## config.mk

```make
export PLATFORM = sky130hd
export DESIGN_NAME = mem_arbiter
export DESIGN_NICKNAME = d
export VERILOG_FILES = /design/src/rtl/arb_pkg.sv /design/src/rtl/rd_tag_pipe.sv /design/src/rtl/mem_arbiter.sv
export SDC_FILE = /design/constraint.sdc
export NUM_CORES = 1
export LEC_CHECK = 0
export CORE_AREA = 2 2 106 108
export DETAILED_ROUTE_END_ITERATION = 16
export DIE_AREA = 0 0 108 110
export GPL_ROUTABILITY_DRIVEN = 0
export PLACE_DENSITY_LB_ADDON = 0.1
export RECOVER_POWER = 100
export SLEW_MARGIN = 20
export SYNTH_ARGS = -nofsm -noshare
export SYNTH_HDL_FRONTEND = slang
export SYNTH_SLANG_ARGS = --single-unit
```

## constraint.sdc

```tcl
create_clock -name clk -period 1.4 [get_ports clk]
set_input_delay 0.28 -clock clk [delete_from_list [all_inputs] [get_ports clk]]
set_output_delay 0.28 -clock clk [all_outputs]
set_load 0.01 [all_outputs]
```

## src/rtl/arb_pkg.sv

```systemverilog
// arb_pkg: shared owner/tag types and parameter limits for the memory arbiter.
package arb_pkg;
    typedef enum logic {OWN_IF = 1'b0, OWN_D = 1'b1} owner_t;
    typedef struct packed {
        logic   valid;
        owner_t owner;
    } tag_t;
    localparam int READ_LAT_MIN = 1;
    localparam int READ_LAT_MAX = 4;
endpackage

```

## src/rtl/rd_tag_pipe.sv

```systemverilog
// rd_tag_pipe: DEPTH-stage shift register of read tags, aligned with memory read latency.
module rd_tag_pipe
    import arb_pkg::*;
#(
    parameter int DEPTH = 1
) (
    input  logic clk,
    input  logic rst,
    input  tag_t tag_in,
    output tag_t tag_out
);
    tag_t [DEPTH-1:0] q;

    always_ff @(posedge clk) begin
        if (rst) begin
            q <= '0;
        end else begin
            q[0] <= tag_in;
            for (int i = 1; i < DEPTH; i++) q[i] <= q[i-1];
        end
    end

    assign tag_out = q[DEPTH-1];
endmodule

```

## src/rtl/mem_arbiter.sv

```systemverilog
// mem_arbiter: shares one memory port between fetch and load/store, data-first with a
// bounded data streak, and routes each read response back to its owner.
module mem_arbiter
    import arb_pkg::*;
#(
    parameter int ADDR_W          = 32,
    parameter int DATA_W          = 32,
    parameter int READ_LAT        = 1,
    parameter int MAX_DATA_STREAK = 2
) (
    input  logic                clk,
    input  logic                rst,
    input  logic                if_req,
    input  logic [ADDR_W-1:0]   if_addr,
    output logic                if_gnt,
    output logic                if_rvalid,
    output logic [DATA_W-1:0]   if_rdata,
    input  logic                d_req,
    input  logic                d_we,
    input  logic [ADDR_W-1:0]   d_addr,
    input  logic [DATA_W-1:0]   d_wdata,
    input  logic [DATA_W/8-1:0] d_be,
    output logic                d_gnt,
    output logic                d_rvalid,
    output logic [DATA_W-1:0]   d_rdata,
    output logic                mem_en,
    output logic                mem_we,
    output logic [ADDR_W-1:0]   mem_addr,
    output logic [DATA_W-1:0]   mem_wdata,
    output logic [DATA_W/8-1:0] mem_be,
    input  logic [DATA_W-1:0]   mem_rdata
);
    localparam int SW = $clog2(MAX_DATA_STREAK + 1);
    localparam logic [SW-1:0] SMAX = SW'(MAX_DATA_STREAK);

    if (READ_LAT < READ_LAT_MIN || READ_LAT > READ_LAT_MAX || MAX_DATA_STREAK < 1) begin : g_bad_param
        $error("mem_arbiter: illegal READ_LAT or MAX_DATA_STREAK");
    end

    logic [SW-1:0] streak;
    logic          fetch_turn;
    tag_t          tag_in;
    tag_t          tag_out;

    // Fetch wins when alone or once data has used up its streak allowance.
    assign fetch_turn = if_req && (!d_req || streak == SMAX);
    assign if_gnt     = !rst && fetch_turn;
    assign d_gnt      = !rst && d_req && !fetch_turn;

    always_ff @(posedge clk) begin
        if (rst || !if_req || if_gnt) streak <= '0;
        else if (d_gnt && streak != SMAX) streak <= streak + 1'b1;
    end

    always_comb begin
        mem_en    = if_gnt || d_gnt;
        mem_we    = d_gnt && d_we;
        mem_addr  = if_gnt ? if_addr : d_gnt ? d_addr : '0;
        mem_wdata = d_gnt ? d_wdata : '0;
        mem_be    = if_gnt ? '1 : d_gnt ? d_be : '0;
    end

    assign tag_in = '{valid: if_gnt || (d_gnt && !d_we), owner: if_gnt ? OWN_IF : OWN_D};

    rd_tag_pipe #(.DEPTH(READ_LAT)) u_pipe (
        .clk    (clk),
        .rst    (rst),
        .tag_in (tag_in),
        .tag_out(tag_out)
    );

    // Responses of reads issued before a reset are dropped even while rst is high.
    assign if_rvalid = !rst && tag_out.valid && tag_out.owner == OWN_IF;
    assign d_rvalid  = !rst && tag_out.valid && tag_out.owner == OWN_D;
    assign if_rdata  = mem_rdata;
    assign d_rdata   = mem_rdata;
endmodule

```

; Word level (Yosys, flattened, before mapping)
; Cells that the tools add are included.
[totals]
regBits = 4
input_bits = 137
out_inout_bits = 138
[classes]
add_sub_neg = 1
eq_ne = 2
n_mux = 6
n_bitwise = 1
n_reduce_logical = 20
[ops]
columns = cell, count
row1 = $mux 32, 3
row2 = $logic_and 1x1->1, 10
row3 = $mux 4, 2
row4 = $logic_not 1->1, 5
row5 = $logic_or 1x1->1, 5
row6 = $add 2x1->2 const B, 1
row7 = $eq 2x2->1 const B, 1
row8 = $ne 2x2->1 const B, 1
row9 = $mux 1, 1
row10 = $not 1->1, 1

; Depth between registers and ports, before layout
; Gate-level depths: netlist of the first run.
[logic_depth]
depth_word = 7
ltp_mapped = 7
ltp_nobuf = 5

; Cells and area by module
; From an unflattened synthesis of the first run, not the netlist that was laid out.
[hier_totals]
hier_cells = 213
hier_area_um2 = 1491.4
[modules_own_cells]
columns = mod, n_inst, cells_per_inst, area_per_inst_um2, seq_area_each_um2
row1 = mem_arbiter, 1, 209, 1438.9, 40.0
row2 = rd_tag_pipe, 1, 4, 52.6, 40.0

; Worst setup path before layout of the first run
; OpenSTA, ideal clock, no wires.
[synth_path]
kind = reg2out
startpoint = register streak[0]
endpoint = output mem_wdata[19]
t_arrival_ps = 1271
t_required_ps = 1120
slack_ps = -151
stages_incl_launch_ff = 7
path_cell_list = dfxtp_1 -> inv_1 -> ha_1 -> a21boi_2 -> and2b_4 -> buf_4 -> and2_1
[synth_via]
elab_chain_cells = 6
[synth_lines]
columns = element, line_no
row1 = start: declaration, mem_arbiter.sv:40  ; logic [SW-1:0] streak;
row2 = start signal: assignment, mem_arbiter.sv:52  ; else if (d_gnt && streak != SMAX) streak <= streak + 1'b1;
row3 = $eq 2x2->1, mem_arbiter.sv:46  ; assign fetch_turn = if_req && (!d_req || streak == SMAX);
row4 = $logic_or 1x1->1, mem_arbiter.sv:46
row5 = $logic_and 1x1->1, mem_arbiter.sv:46
row6 = $logic_not 1->1, mem_arbiter.sv:48  ; assign d_gnt = !rst && d_req && !fetch_turn;
row7 = $logic_and 1x1->1, mem_arbiter.sv:48
row8 = via d_gnt, mem_arbiter.sv:23  ; output logic d_gnt,
row9 = $mux 32, mem_arbiter.sv:59  ; mem_wdata = d_gnt ? d_wdata : '0;
row10 = end: declaration, mem_arbiter.sv:29  ; output logic [DATA_W-1:0] mem_wdata,
; The timed path passes the listed nets, and every way through them passes these cells.

; Final worst setup path of the first run
[layout_path]
startpoint = register streak[0]
endpoint = output mem_wdata[12]
[layout_via]
elab_chain_cells = 6
[layout_lines]
columns = element, line_no
row1 = $eq 2x2->1, mem_arbiter.sv:46
row2 = $logic_or 1x1->1, mem_arbiter.sv:46
row3 = $logic_and 1x1->1, mem_arbiter.sv:46
row4 = $logic_not 1->1, mem_arbiter.sv:48
row5 = $logic_and 1x1->1, mem_arbiter.sv:48
row6 = $mux 32, mem_arbiter.sv:59
; Every way passes these cells.

==> out/qor.csv, run 1 <==
stage;metric;value;unit
worst_setup_path;crit_fanout;4;
clock_tree;cts_tree;done;
cells_and_area;final_cell_mix;clkdlybuf4s50_1 (101), buf_6 (40), nor2_1 (36), buf_2 (32), and2_4 (30);
global_route;grt_max_degree;44;
cells_and_area;final_layout_size_suffix_gt1_frac;0.461;
logic_synthesis;ys_types;18;
worst_setup_path;crit_top_cell;buf_6;
cells_and_area;antennaDiodeCount;0;
floorplan;io_pins;275;
power_and_ir_drop;total_power;1.29;mW
min_path;hold_path.class;flop to flop;
power_and_ir_drop;ir_drop;151;µV
worst_setup_path;path_buf_inv;5;
logic_synthesis;ys_ff_latch;4;
clock_tree;cts-root-buf;clkbuf_8;
clock_tree;cts_sinks;4;
timing;finalCriticalPeriod;1.91;ns
worst_setup_path;crit_arrival;1.63;ns
clock_tree;clockBufferDepth;2;
timing;rsz0062_at_grt;true;
floorplan;num_rows;38;
place;dp_hpwl;5.70;mm
worst_setup_path;start_kind;flop;
worst_setup_path;path_cells;inv_2 -> ha_4 -> a21boi_4 -> buf_6 -> and2b_4 -> buf_6 -> buf_12 -> and2_4 -> buf_6;
drt;num_vias;1921;
timing;hold_viol_final;0;
logic_synthesis;ys_warn_count;0;
clock_tree;cts_inserted_buffers;3;
drt;wl_per_cell;16.0;µm
logic_synthesis;syn-num-nets;348;
place;port_buffers;178;
cells_and_area;final_cell_count_no_fill;474;
logic_synthesis;netlist_instances;210;
drt;vias_per_cell;4.05;
floorplan;dieArea;11900;µm²
floorplan;dieWidth;108;µm
timing;clock_skew;0.0000268;ns
place;dp_cells;457;
worst_setup_path;cp.required;1.12;ns
worst_setup_path;r2r_slack;0.10;ns
place;placed_area;3050;µm²
logic_synthesis;synth_xor_area_frac;0;
job;maxCapViolCount;0;
timing;fmax;523;MHz
clock_tree;postCtsHoldBufs;0;
outcome;outcome;finished with violations;
power_and_ir_drop;p_per_area;389;nW/µm²
cells_and_area;final_common_cell;clkdlybuf4s50_1;
global_route;antenna_found_initial;0;
worst_setup_path;crit_family;buffers and inverters;
global_route;grt_pass1_wl;9.83;mm
drt;drc;0;
clock_tree;path_clk_slew;0.03;ns
cells_and_area;nFillCells;1147;
logic_synthesis;yosysSeqAreaShare;0.0567;
logic_synthesis;synth.mux.area_fraction;0;
power_and_ir_drop;cellLeakagePower;1.39;nW
logic_synthesis;synth_top_family_by_area;buffers and inverters;
outcome;violations;setup timing;
timing;slew_violations;0;
worst_setup_path;path_class;flop to primary output;
global_route;grt_pass1_vias;1782;
worst_setup_path;max_stage_delay;0.32;ns
timing;relSlewSlack;0.831;
cells_and_area;synthToLayoutAreaGrowth;134;%
worst_setup_path;crit_slowest_cell;dfxtp_2;
drt;antenna_left;0;
cells_and_area;fin_nets;474;
floorplan;start_util;0.132;
timing;fin_ws;-0.513;ns
drt;drtIter0Drc;95;
floorplan;die_y;110;µm
place;place_ws;-1.00;ns
timing;setup_viol;71;
drt;drt_first_pass_iters;4;
logic_synthesis;synth_simple_gate_area_frac;0.293;
logic_synthesis;synth_compound_area_frac;0.228;
clock_tree;h-tree-depth;1;
timing;hold_ws;0.403;ns
timing;fin_crit_sh;1.37;
global_route;track_usage;0.108;
worst_setup_path;end_kind;primary output;
logic_synthesis;syn-mean-instance-area;6.73;µm²
global_route;grt.overflow.total;0;
clock_tree;clkLatencyLatePin;0.22;ns
timing;worst_pin_slew;0.254;ns
floorplan;core;10700;µm²
logic_synthesis;netlist_area;1410;µm²
cells_and_area;final_area;3310;µm²
drt;routed_wl;7.60;mm
logic_synthesis;synth-adder-area-share;0.00886;
## state kept, by name (all words and copies together) (netlist names)
name	cells
streak	2
u_pipe.tag_out	2
## worst paths after layout
check                           startpoint           endpoint  cells past startpoint
worst max-delay path             streak[0]      mem_wdata[12]                      9
worst min-delay path             streak[0]          streak[0]                      1
worst max register to register   streak[0]  u_pipe.tag_out[1]                      8
worst min register to register   streak[0]          streak[0]                      1
## worst register-to-register path: stages, from the launching register on
cell,delay [ns]
dfxtp_2,0.32
inv_2,0.04
ha_4,0.16
nand2b_4,0.19
buf_6,0.13
buf_6,0.11
nand2_8,0.07
buf_4,0.10
a21oi_1,0.05
## cells by family (layout without fill, tap and decap cells)
logic type,count (synthesis),in the layout
and+or+nand+nor,81,81
buffers and inverters,85,209
DFF,4,4
adders and majority gates,1,1
AOI/OAI and AO/OA,39,39
## power breakdown
group	switching, mW	leakage [nW]	internal, mW	total [mW]
Sequential	0.00278	0.0339	0.121	0.123
Combinational	0.332	1.34	0.589	0.921
Clock	0.0585	0.0216	0.183	0.242
Total	0.393	1.39	0.893	1.29
## layer usage
| metal | wire length (µm) | part of all wire | global-route usage | vias up |
|---|---|---|---|---|
| li1 | - | - | - | 903 |
| met1 | 2440 | 0.32 | 0.102 | 845 |
| met2 | 4050 | 0.53 | 0.213 | 157 |
| met3 | 976 | 0.13 | 0.0406 | 16 |
| met4 | 128 | 0.017 | 0.0339 | 0 |
| met5 | 0 | 0 | 0 | - |
## cells in the mapped netlist, drive strengths merged
cell type,number,share of area
buf,77,0.39
nor2,37,0.098
and2,33,0.15
a32oi,32,0.20
clkbuf,7,0.019
a21oi,6,0.021
nand2,5,0.013
dfxtp,4,0.057
nand2b,2,0.0089
a21boi,1,0.0080
and2b,1,0.0071
and3b,1,0.0062
ha,1,0.0089
inv,1,0.0027
nand4bb,1,0.0080
nor3b,1,0.0053
## metrics by stage
stage | setup TNS (ns) | util
floorplan | -1.06 | -
global placement | -67.43 | 0.285
detailed placement | -67.93 | 0.285
CTS | -31.21 | 0.294
global route | -35.44 | 0.309
finish | -30.13 | 0.309
## final cells by class
| type | instances | area, µm² | share of cell area |
|---|---|---|---|
| well taps | 140 | 175 | 0.0530 |
| inverters | 1 | 3.75 | 0.00114 |
| multi-input cells | 121 | 935 | 0.283 |
| repair buffers | 205 | 2070 | 0.626 |
| flip-flops and latches | 4 | 82.6 | 0.0250 |
| clock buffers | 3 | 41.3 | 0.0125 |
## timing repair
item                                    4_1_cts  5_1_grt
gates resized for setup                     324       26
buffers inserted                              7        4
pin swaps                                     3        9
endpoints found under the setup margin       75       74
cloned                                        1        2
No activity file was read; power rests on OpenSTA's default activity.
==> run 2, diff against run 1 <==
--- a/config.mk
+++ b/config.mk
@@ -11,6 +11,7 @@
 export GPL_ROUTABILITY_DRIVEN = 0
 export PLACE_DENSITY_LB_ADDON = 0.1
 export RECOVER_POWER = 100
+export SETUP_SLACK_MARGIN = 0.4
 export SLEW_MARGIN = 20
 export SYNTH_ARGS = -nofsm -noshare
 export SYNTH_HDL_FRONTEND = slang
==> out/qor.csv, run 2 (same netlist as run 1, synthesis figures left out) <==
stage;metric;value;unit;change
timing;fmax;510;MHz;was 523 MHz
clock_tree;postCtsHoldBufs;0;;unchanged
global_route;track_usage;0.122;;was 0.108
cells_and_area;final_layout_size_suffix_gt1_frac;0.517;;was 0.461
cells_and_area;fin_nets;494;;was 474
job;maxCapViolCount;0;;unchanged
drt;antenna_left;0;;unchanged
drt;wl_per_cell;16.5;µm;was 16.0 µm
timing;rsz0062_at_grt;true;;unchanged
timing;setup_viol;71;;unchanged
clock_tree;path_clk_slew;0.03;ns;about the same
place;place_ws;-0.991;ns;was -1.00 ns
drt;vias_per_cell;4.04;;was 4.05
power_and_ir_drop;p_clk_frac;0.168;;was 0.188
power_and_ir_drop;cellLeakagePower;1.59;nW;was 1.39 nW
floorplan;num_rows;38;;unchanged
power_and_ir_drop;comb_power_share;0.744;;was 0.716
worst_setup_path;r2r_slack;0.05;ns;was 0.10 ns
power_and_ir_drop;cellInternalPower;0.995;mW;was 0.893 mW
clock_tree;cts_sinks;4;;unchanged
global_route;grt_pass1_wl;10.9;mm;was 9.83 mm
cells_and_area;final_cell_mix;clkdlybuf4s50_1 (101), buf_6 (46), buf_2 (38), nor2_1 (34), and2_4 (33);;was clkdlybuf4s50_1 (101), buf_6 (40), nor2_1 (36), buf_2 (32), and2_4 (30)
worst_setup_path;start_kind;flop;;unchanged
cells_and_area;final_common_cell;clkdlybuf4s50_1;;unchanged
cells_and_area;antennaDiodeCount;0;;unchanged
cells_and_area;final_cell_count_no_fill;494;;was 474
global_route;grt_max_degree;24;;was 44
outcome;outcome;finished with violations;;unchanged
power_and_ir_drop;power.switching;0.429;mW;was 0.393 mW
worst_setup_path;crit_arrival;1.68;ns;was 1.63 ns
timing;slew_violations;0;;unchanged
timing;fin_crit_sh;1.40;;was 1.37
clock_tree;clockBufferDepth;2;;unchanged
worst_setup_path;crit_top_cell;buf_6;;unchanged
timing;relSlewSlack;0.804;;was 0.831
floorplan;core;10700;µm²;unchanged
floorplan;dieArea;11900;µm²;unchanged
timing;clock_skew;0.000498;ns;was 0.0000268 ns
drt;drtIter0Drc;67;;was 95
drt;routed_wl;8.17;mm;was 7.60 mm
worst_setup_path;crit_family;buffers and inverters;;unchanged
timing;fin_ws;-0.560;ns;was -0.513 ns
worst_setup_path;path_class;flop to primary output;;unchanged
floorplan;die_y;110;µm;unchanged
clock_tree;cts-root-buf;clkbuf_8;;unchanged
clock_tree;cts_inserted_buffers;3;;unchanged
global_route;grt.overflow.total;0;;unchanged
worst_setup_path;path_cells;inv_2 -> ha_4 -> a21boi_4 -> buf_6 -> and2b_4 -> buf_12 -> clkbuf_16 -> and2_4 -> buf_6;;was inv_2 -> ha_4 -> a21boi_4 -> buf_6 -> and2b_4 -> buf_6 -> buf_12 -> and2_4 -> buf_6
power_and_ir_drop;p_per_area;390;nW/µm²;was 389 nW/µm²
drt;drc;0;;unchanged
worst_setup_path;path_buf_inv;5;;unchanged
worst_setup_path;cp.required;1.12;ns;about the same
floorplan;io_pins;275;;unchanged
timing;finalCriticalPeriod;1.96;ns;was 1.91 ns
clock_tree;cts_tree;done;;unchanged
drt;drt_first_pass_iters;4;;unchanged
power_and_ir_drop;ir_drop;128;µV;was 151 µV
floorplan;dieWidth;108;µm;unchanged
power_and_ir_drop;seq_power_share;0.087;;was 0.096
timing;hold_viol_final;0;;unchanged
worst_setup_path;crit_fanout;6;;was 4
place;port_buffers;178;;unchanged
worst_setup_path;max_stage_delay;0.32;ns;about the same
drt;num_vias;1994;;was 1921
power_and_ir_drop;total_power;1.42;mW;was 1.29 mW
cells_and_area;synthToLayoutAreaGrowth;159;%;was 134%
place;dp_hpwl;5.76;mm;was 5.70 mm
worst_setup_path;crit_slowest_cell;dfxtp_2;;unchanged
global_route;grt_pass1_vias;1906;;was 1782
outcome;violations;setup timing;;unchanged
clock_tree;clkLatencyLatePin;0.21;ns;was 0.22 ns
global_route;antenna_found_initial;0;;unchanged
worst_setup_path;end_kind;primary output;;unchanged
timing;worst_pin_slew;0.294;ns;was 0.254 ns
place;dp_cells;459;;was 457
min_path;hold_path.class;flop to flop;;unchanged
clock_tree;h-tree-depth;1;;unchanged
floorplan;start_util;0.132;;unchanged
power_and_ir_drop;p_sw_frac;0.301;;was 0.306
## run 2: changes by cell type in the layout (fill, tap and decap cells not counted), moves of 4 or more
| cell | previous run | this run |
|---|---|---|
| buf_12 | 8 | 12 |
| buf_16 | 1 | 6 |
| clkdlybuf4s15_2 | 11 | 0 |
| buf_4 | 5 | 10 |
| buf_8 | 1 | 6 |
| buf_2 | 32 | 38 |
| buf_6 | 40 | 46 |
## run 2: final cells by class
class	count	area, µm²
fill	1146	7040
clock buffer	3	41.3
multi-input combinational	121	965
inverter	1	3.75
tap	140	175
timing repair buffer	225	2380
sequential	4	83.8
## run 2: per-stage QoR
stage / TNS [ns] / hold WS, ns / util / area, µm²
after global placement: -70.10 / 0.394 / 0.287 / 3070
after CTS: -35.32 / 0.405 / 0.327 / 3500
after detailed placement: -69.06 / 0.401 / 0.287 / 3070
after global routing: -39.16 / 0.420 / 0.342 / 3650
final: -34.26 / 0.404 / 0.342 / 3650
after floorplan: -1.08 / 0.389 / - / 1580
## run 2: worst paths after layout
check	to	startpoint	cells after the start
setup / recovery	mem_wdata[19]	streak[0]	9
hold / removal	streak[0]	streak[0]	1
setup reg to reg	u_pipe.tag_out[1]	streak[0]	8
hold reg to reg	streak[0]	streak[0]	1
## run 2: routing by layer
layer / global-route usage / wire (µm)
met1: 0.135 / 2980
met2: 0.221 / 4060
met3: 0.0312 / 902
met4: 0.0495 / 222
met5: 0 / 0
## run 2: power by group through the flow
| stage | logic [mW] | registers [mW] | clock network (mW) |
|---|---|---|---|
| finish | 1.06 | 0.124 | 0.240 |
| global route | 1.13 | 0.125 | 0.259 |
| CTS | 1.03 | 0.124 | 0.247 |
| detailed placement | 0.872 | 0.125 | 0 |
| global placement | 0.872 | 0.125 | 0 |
| floorplan | 0.496 | 0.124 | 0 |
## run 2: what timing repair did
| item | CTS | global route |
|---|---|---|
| setup buffers | 18 | 4 |
| pin swaps | 13 | 18 |
| setup endpoints to repair | 78 | 76 |
| gates cloned | 8 | 2 |
| gates resized for setup | 384 | 19 |
## run 2: worst reg2reg max path, delay by kind of cell (launching register included)
| kind | cells | cell delay [ns] |
|---|---|---|
| adder cells (fa/ha/maj) | 1 | 0.17 |
| flip-flops | 1 | 0.32 |
| buffers and inverters | 4 | 0.43 |
| AO/OA/AOI/OAI | 1 | 0.03 |
| AND/OR/NAND/NOR | 2 | 0.29 |
